File: config.mk
export PLATFORM = sky130hd
export DESIGN_NAME = rms_arbiter
export DESIGN_NICKNAME = d
export VERILOG_FILES = /design/src/rtl/config_pkg.sv /design/src/rtl/rms_arbiter_pkg.sv /design/src/rtl/rr_pick.sv /design/src/rtl/rms_arbiter.sv
export SDC_FILE = /design/constraint.sdc
export NUM_CORES = 1
export LEC_CHECK = 0
export CORE_MARGIN = 5
export CORE_UTILIZATION = 37
export CTS_CLUSTER_DIAMETER = 120
export DETAILED_ROUTE_END_ITERATION = 16
export HOLD_SLACK_MARGIN = 0.03
export PLACE_DENSITY = 0.81
export SKIP_LAST_GASP = 1
export SLEW_MARGIN = 15
export SYNTH_ARGS = -nofsm -noshare
export SYNTH_HDL_FRONTEND = slang
export SYNTH_SLANG_ARGS = --single-unit
File: constraint.sdc
create_clock -name clk_i -period 1.65 [get_ports clk_i]
set_input_delay 0.33 -clock clk_i [delete_from_list [all_inputs] [get_ports clk_i]]
set_output_delay 0.33 -clock clk_i [all_outputs]
set_load 0.02 [all_outputs]
File: src/rtl/config_pkg.sv
// Shared configuration: requester count, requester index type and the RMS vector type.
package config_pkg;

  localparam int unsigned NumRmsRequesters = 2;
  localparam int unsigned VecLen           = 4;
  localparam int unsigned ElemW            = 16;

  typedef logic [VecLen-1:0][ElemW-1:0]              vector_t;
  typedef logic [$clog2(NumRmsRequesters)-1:0]       req_idx_t;

endpackage

File: src/rtl/rms_arbiter_pkg.sv
// Local types and helpers for the RMS-norm unit arbiter.
package rms_arbiter_pkg;

  typedef enum logic [1:0] {
    StIdle,
    StIssue,
    StBusy,
    StRespond
  } arb_state_e;

  // Index width that stays legal for a single requester.
  function automatic int unsigned idx_w(input int unsigned n);
    return (n > 1) ? $clog2(n) : 1;
  endfunction

endpackage

File: src/rtl/rr_pick.sv
// Combinational round-robin picker: first valid requester at or after the pointer.
module rr_pick #(
  parameter int unsigned NumReq = 2,
  parameter int unsigned IdxW   = 1
) (
  input  logic [NumReq-1:0] valid_i,
  input  logic [IdxW-1:0]   ptr_i,
  output logic [NumReq-1:0] grant_o,
  output logic [IdxW-1:0]   idx_o,
  output logic              any_o
);

  logic [IdxW-1:0] cand;

  always_comb begin
    grant_o = '0;
    idx_o   = '0;
    any_o   = 1'b0;
    cand    = '0;
    for (int unsigned off = 0; off < NumReq; off++) begin
      cand = IdxW'((32'(ptr_i) + off) % NumReq);
      if (!any_o && valid_i[cand]) begin
        any_o         = 1'b1;
        grant_o[cand] = 1'b1;
        idx_o         = cand;
      end
    end
  end

endmodule

File: src/rtl/rms_arbiter.sv
// Shares one RMS-norm unit among NumReq requesters, one transaction in flight,
// round-robin fairness, result returned to the requester that issued it.
module rms_arbiter
  import config_pkg::*;
  import rms_arbiter_pkg::*;
#(
  parameter int unsigned NumReq = NumRmsRequesters
) (
  input  logic                 clk_i,
  input  logic                 rst_ni,
  input  logic [NumReq-1:0]    req_valid_i,
  output logic [NumReq-1:0]    req_ready_o,
  input  vector_t [NumReq-1:0] req_data_i,
  output logic [NumReq-1:0]    rsp_valid_o,
  input  logic [NumReq-1:0]    rsp_ready_i,
  output vector_t              rsp_data_o,
  input  logic                 rms_in_ready_i,
  output logic                 rms_in_valid_o,
  output vector_t              rms_a_o,
  input  logic                 rms_out_valid_i,
  input  vector_t              rms_result_i
);

  localparam int unsigned IdxW = idx_w(NumReq);

  arb_state_e      state_q, state_d;
  logic [IdxW-1:0] owner_q, rr_ptr_q, ptr_next, pick_idx;
  vector_t         operand_q, result_q;
  logic [NumReq-1:0] grant;
  logic            pick_any;
  logic            owner_done;

  rr_pick #(
    .NumReq(NumReq),
    .IdxW  (IdxW)
  ) u_rr_pick (
    .valid_i(req_valid_i),
    .ptr_i  (rr_ptr_q),
    .grant_o(grant),
    .idx_o  (pick_idx),
    .any_o  (pick_any)
  );

  assign owner_done = rsp_ready_i[owner_q];
  assign ptr_next   = (owner_q == IdxW'(NumReq - 1)) ? '0 : owner_q + 1'b1;

  always_ff @(posedge clk_i) begin
    if (!rst_ni) begin
      state_q <= StIdle;
    end else begin
      state_q <= state_d;
    end
  end

  always_comb begin
    state_d = state_q;
    unique case (state_q)
      StIdle:    if (pick_any)        state_d = StIssue;
      StIssue:   if (rms_in_ready_i)  state_d = StBusy;
      StBusy:    if (rms_out_valid_i) state_d = StRespond;
      StRespond: if (owner_done)      state_d = StIdle;
      default:                        state_d = StIdle;
    endcase
  end

  // Operand is only written in IDLE, so it stays put while the unit streams it.
  always_ff @(posedge clk_i) begin
    if (!rst_ni) begin
      owner_q   <= '0;
      rr_ptr_q  <= '0;
      operand_q <= '0;
      result_q  <= '0;
    end else begin
      if (state_q == StIdle && pick_any) begin
        operand_q <= req_data_i[pick_idx];
        owner_q   <= pick_idx;
      end
      if (state_q == StBusy && rms_out_valid_i) begin
        result_q <= rms_result_i;
      end
      if (state_q == StRespond && owner_done) begin
        rr_ptr_q <= ptr_next;
      end
    end
  end

  always_comb begin
    req_ready_o    = '0;
    rsp_valid_o    = '0;
    rms_in_valid_o = 1'b0;
    if (state_q == StIdle && rst_ni) begin
      req_ready_o = grant;
    end
    if (state_q == StIssue) begin
      rms_in_valid_o = 1'b1;
    end
    if (state_q == StRespond) begin
      rsp_valid_o[owner_q] = 1'b1;
    end
  end

  assign rms_a_o    = operand_q;
  assign rsp_data_o = result_q;

endmodule

==> results of run 1 <==
==> layer usage <==
metal  vias to the layer above  wire (um)  GRT usage [%]
met2                       284      10700           40.0
met3                        45       1990           7.72
met4                         0        637           8.03
li1                       2765          -              -
met5                         -          0              0
met1                      2647       7680           23.1
==> power by group through the flow <==
stage / Combinational [uW] / Sequential [uW] / Clock, uW
6_report: 6710 / 4410 / 3830
5_1_grt: 7100 / 4500 / 4050
4_1_cts: 5470 / 4380 / 3880
3_5_place_dp: 5780 / 4440 / 0
3_3_place_gp: 5700 / 4430 / 0
2_1_floorplan: 1900 / 5380 / 0
==> sequential cells by signal (all words and copies together), names as in the netlist <==
name,flops
owner_q,1
rr_ptr_q,1
rsp_data_o,64
rms_a_o,64
state_q,2
==> repair_timing <==
item / in CTS / in global routing
cloned: 1 / 12
buffers inserted: 4 / 7
hold endpoints to repair: 0 / 0
resized for setup: 164 / 44
pin swaps: 1 / 3
setup endpoints to repair: 140 / 65
==> cell usage after synthesis <==
library cell	count
nor2b_1	1
nand4_1	1
inv_1	6
buf_4	2
dfxtp_1	132
a2111oi_0	1
mux2i_1	65
clkinv_1	1
o22ai_1	1
nand2_1	132
a22oi_1	1
o21ai_0	64
clkbuf_1	21
a21oi_1	131
buf_1	1
buf_2	19
a31oi_1	1
nor3_1	1
nor2_1	5
buf_6	1
inv_2	1
and2_1	3
a31o_2	1
a311oi_1	1
ha_1	4
buf_8	4
o21ai_2	1
==> final timing paths <==
check,start,to,slack [ps],depth (start not counted)
setup / recovery,state_q[1],req_ready_o[0],-180,6
hold / removal,rsp_data_o[9],rsp_data_o[9],450,2
setup reg to reg,state_q[1],rms_a_o[40],0,10
hold reg to reg,rsp_data_o[9],rsp_data_o[9],450,2
==> logic make-up after synthesis <==
group                      count (synthesis)  share of synthesized area, %
AOI/OAI and AO/OA                        202                          19.8
buffers and inverters                     56                          5.63
adders and majority gates                  4                         0.959
and+or+nand+nor                          143                          10.5
DFF                                      132                          50.6
muxes                                     65                          12.5
==> cell usage in the layout, fill, tap and decap left out, types with 2 or more instances in the layout <==
cell             Yosys  routed
buf_4                2      18
clkbuf_1            21       4
nor2_1               5       4
clkinvlp_4           0       3
o21ai_1              0      17
inv_1                6       3
buf_8                4       2
clkdlybuf4s50_1      0     197
dfxtp_2              0       2
o21ai_0             64      47
clkbuf_16            0      24
clkinv_2             0       3
buf_2               19       2
a21oi_1            131     128
bufinv_16            0       3
mux2i_1             65      65
buf_6                1      12
inv_2                1       5
ha_4                 0       3
dlygate4sd2_1        0     128
a21oi_2              0       3
dfxtp_1            132     130
buf_12               0      10
clkbuf_8             0       2
buf_16               0       2
nand2_1            132     131
==> area by class of cell <==
type                    instances  area (sq um)
well taps                     180           225
clock inverters                 9           128
inverters                       8          30.0
multi-input cells             414          2380
fillers                      1132          4160
flip-flops and latches        132          2650
repair buffers                379          3850
clock buffers                  23           468
==> per-stage QoR <==
step                      hold slack, ps  power [uW]  area (sq um)
final                                448       14900          9720
after global routing                 463       15600          9720
after CTS                            448       13700          9350
after detailed placement             445       10200          8810
after global placement               441       10100          8810
after floorplan                      466        7280          5230
==> critical path, cell delays in order, from the launching register on <==
cell and delay [ps]:
dfxtp_2 320, inv_2 70, ha_4 140, inv_2 40, buf_6 120, a2111oi_4 190, buf_4 200
==> run_results.csv, run 1 <==
group,metric,value,unit
outcome,status,"finished with violations",
outcome,violations,"setup timing",
global_routing,grtUsageTotal,21.9,%
layout,synthToLayoutAreaGrowth,86.2,%
sta,worst_pin_slew,722,ps
global_routing,antenna_found_initial,0,
detailed_routing,drc,0,
worst_setup_path,crit_path_end_kind,"output port",
synthesis,synth-seq-cells,132,
sta,fin_crit_sh,111,%
floorplan,core,13900,sq um
worst_setup_path,start_kind,"register",
floorplan,pin_count,333,
synthesis,synth_top_cell_area_share,50.6,%
clock_network,numCtsBuffers,17,
layout,nNetsFinal,1156,
layout,fin_cells,1145,
synthesis,synth_fp_nets,806,
pwr,p_comb_share,44.9,%
global_routing,grt_pass1_vias,5469,
global_routing,grt_max_degree,68,
floorplan,rows,43,
hold_path,hp-class,"register to register",
sta,hold_violations,0,
sta,slew_viol_final,0,
detailed_routing,vias,5741,
sta,fin_crit,1830,ps
placement,place_inst,1091,
placement,dp_hpwl,13900,um
detailed_routing,routedWlPerCell,18.4,um
pwr,netSwitchingPower,5360,uW
detailed_routing,drt-total-wl,21000,um
sta,postLayoutSetupSlackWorst,-176,ps
clock_network,cts.htree.levels,4,
layout,drive_gt1_share,10.6,%
synthesis,synth_cell_types,27,
clock_network,holdBufCountCts,0,
floorplan,die_y,129,um
worst_setup_path,worst_ep_arrival_time,1500,ps
detailed_routing,drt_iter0_markers,353,
global_routing,grt_pass1_wl,28400,um
sta,maxSlewHeadroom,51.8,%
floorplan,dieArea,16600,sq um
sta,clock.fmax,548,MHz
placement,io_buffers,332,
placement,post-place-ws,-636,ps
floorplan,die_w,129,um
clock_network,clk_pin_slew,50,ps
synthesis,ys_top_cells_by_area,"dfxtp_1, a21oi_1, mux2i_1, nand2_1, o21ai_0",
synthesis,netlist_instances,602,
layout,num_antenna_cells,0,
pwr,p_int,9580,uW
run,maxCapViolCount,0,
clock_network,cts_tree,"yes",
placement,gp_congestion,0.763,
detailed_routing,vias_per_cell,5.01,
pwr,pwr-share-clk,25.6,%
pwr,power.leakage,0.00444,uW
floorplan,initial_core_util,37.6,%
synthesis,synth.yosys.seq_area_share,50.6,%
detailed_routing,ant_nets,0,
pwr,p_sw_share,35.9,%
clock_network,cts.sinks,132,
clock_network,cts_buffer_depth,2,
worst_setup_path,required,1320,ps
sta,rsz0062_at_grt,"true",
worst_setup_path,critPathMaxFanout,2,
synthesis,yosysTopAreaCell,"dfxtp_1",
clock_network,clock_latency,410,ps
detailed_routing,first_pass_iters,4,
sta,finalSetupViolations,10,
global_routing,overflow,0,
sta,finClkSkew,7.74,ps
synthesis,avgSynthCellArea,8.67,sq um
sta,fin_tns_setup,-390,ps
synthesis,netlist_area,5220,sq um
clock_network,cts-root-buf,"clkbuf_16",
layout,post-route-util,70.0,%
worst_setup_path,crit_type,"register to output port",
pwr,peakVddDrop,0.000997,V
synthesis,yosys_warnings,0,
pwr,p_per_area,1540,nW/um^2
pwr,seq_power_share,29.5,%
Power figures use the tool's default switching activity.
==> inputs of run 2 (changes only) <==
--- a/config.mk
+++ b/config.mk
@@ -5,12 +5,13 @@
 export SDC_FILE = /design/constraint.sdc
 export NUM_CORES = 1
 export LEC_CHECK = 0
-export CORE_MARGIN = 5
+export CORE_MARGIN = 8
 export CORE_UTILIZATION = 37
 export CTS_CLUSTER_DIAMETER = 120
 export DETAILED_ROUTE_END_ITERATION = 16
 export HOLD_SLACK_MARGIN = 0.03
 export PLACE_DENSITY = 0.81
+export REMOVE_ABC_BUFFERS = 1
 export SKIP_LAST_GASP = 1
 export SLEW_MARGIN = 15
 export SYNTH_ARGS = -nofsm -noshare
==> run_results.csv, run 2 (synthesis gave the netlist of run 1 again) <==
group,metric,value,unit
detailed_routing,ant_nets,0,
sta,hold_violations,0,
detailed_routing,drc,0,
layout,regArea,2650,sq um
sta,clock.fmax,579,MHz
detailed_routing,drt-total-wl,22500,um
global_routing,use_met3,13.1,%
outcome,status,"finished with violations",
clock_network,cts.htree.levels,4,
clock_network,clk_pin_slew,50,ps
detailed_routing,vias_per_cell,4.99,
placement,post-place-ws,-641,ps
run,maxCapViolCount,0,
sta,finClkSkew,8.73,ps
sta,postLayoutSetupSlackWorst,-78.3,ps
floorplan,die_w,135,um
worst_setup_path,cp_num_buf_inv,4,
hold_path,hp-class,"register to register",
global_routing,grtUsageMet2,36.7,%
sta,slew_viol_final,0,
global_routing,overflow,0,
sta,fin_tns_setup,-133,ps
global_routing,grt_max_degree,78,
clock_network,numCtsBuffers,17,
placement,dp_hpwl,15500,um
outcome,violations,"setup timing",
worst_setup_path,crit_type,"register to output port",
clock_network,cts_tree,"yes",
worst_setup_path,crit_top_cell,"buf_6",
clock_network,clock_latency,420,ps
layout,nNetsFinal,1162,
worst_setup_path,path_delay_family,"buffers and inverters",
global_routing,grt_pass1_wl,31300,um
sta,rsz0062_at_grt,"true",
placement,io_buffers,332,
detailed_routing,routedWlPerCell,19.6,um
worst_setup_path,required,1320,ps
hold_path,worst_hold_path.num_cells,2,
worst_setup_path,worst_ep_arrival_time,1400,ps
worst_setup_path,crit_path_end_kind,"output port",
worst_setup_path,max_stage_delay,320,ps
global_routing,antenna_found_initial,0,
worst_setup_path,critical-path-slowest-cell,"dfxtp_2",
clock_network,cts_buffer_depth,2,
worst_setup_path,critPathMaxFanout,3,
detailed_routing,first_pass_iters,4,
global_routing,grtUsageMet1,23.1,%
sta,worst_pin_slew,713,ps
worst_setup_path,worstPathCellList,"inv_2 > ha_4 > inv_4 > buf_6 > nor3_4 > buf_6",
layout,multi_input_area,2420,sq um
floorplan,die_y,135,um
layout,drive_gt1_share,11.5,%
detailed_routing,drt_iter0_markers,292,
global_routing,grt_pass1_vias,5490,
layout,num_antenna_cells,0,
clock_network,cts-root-buf,"clkbuf_16",
layout,n_fill_cell,1057,
pwr,power.leakage,0.00447,uW
sta,fin_crit,1730,ps
worst_setup_path,cp.depth,6,
sta,timing.hold.ws,448,ps
layout,final_common_cell,"clkdlybuf4s50_1",
global_routing,grt_busiest_layer,"met2",
sta,fin_crit_sh,105,%
floorplan,initial_core_util,37.7,%
sta,maxSlewHeadroom,52.4,%
sta,finalSetupViolations,3,
detailed_routing,vias,5741,
worst_setup_path,start_kind,"register",
worst_setup_path,reg2reg_depth,10,
clock_network,holdBufCountCts,0,
floorplan,rows,43,
layout,final_cell_mix,"clkdlybuf4s50_1, a21oi_1, nand2_1, dfxtp_1, dlygate4sd2_1",
floorplan,pin_count,333,
pwr,peakVddDrop,0.00113,V
clock_network,cts.sinks,132,
floorplan,dieArea,18200,sq um
layout,synthToLayoutAreaGrowth,87.8,%
pwr,p_per_area,1490,nW/um^2
floorplan,core,13800,sq um
placement,gp_congestion,0.792,
global_routing,grtUsageTotal,22.2,%
-- run 2: cell count changes in the layout (fill, tap and decap cells not counted), sizes merged --
cell and change:
clkbuf +1, clkinvlp -1, buf +5
-- run 2: cell type report --
class | instances | area share (%)
Timing Repair Buffer | 385 | 39.5
Sequential cell | 132 | 27.0
Multi-Input combinational cell | 414 | 24.7
Clock buffer | 23 | 4.98
Tap cell | 180 | 2.30
Clock inverter | 8 | 1.26
Inverter | 8 | 0.332
-- run 2: where the power goes --
group | total, uW | leakage, uW | internal (uW) | switching [uW]
Sequential | 4410 | 0.00108 | 4010 | 396
Combinational | 6320 | 0.00310 | 2870 | 3450
Clock | 3900 | 0.000295 | 2530 | 1370
-- run 2: tightest hold or removal path, stage by stage (launching register included) --
cell	delay [ps]
dfxtp_1	300
nand2_1	50
a21oi_1	50
-- run 2: timing repair --
item / in CTS / in global routing
buffers inserted: 3 / 7
pin swaps: 3 / 3
resized for setup: 170 / 31
gates cloned: 1 / 9
endpoints found under the setup margin: 134 / 56
-- run 2: stage by stage --
stage	utilization, %	cell area, sq um	instances	power, uW
floorplan	-	4950	554	6080
global placement	63.8	8830	1099	10100
detailed placement	63.8	8830	1099	10200
CTS	67.8	9380	1134	13800
global route	70.9	9800	1150	15300
finish	70.9	9800	1150	14600
-- run 2: final timing paths --
kind                  start             end  slack [ps]
min          rsp_data_o[57]  rsp_data_o[57]         450
min reg2reg  rsp_data_o[57]  rsp_data_o[57]         450
max              state_q[1]  req_ready_o[1]         -80
max reg2reg      state_q[1]     rms_a_o[52]         -10
-- run 2: layer usage --
layer	vias to the layer above	routed length (um)
met4	0	502
met1	2652	8020
met2	281	10900
met5	-	0
met3	30	3130
li1	2778	-
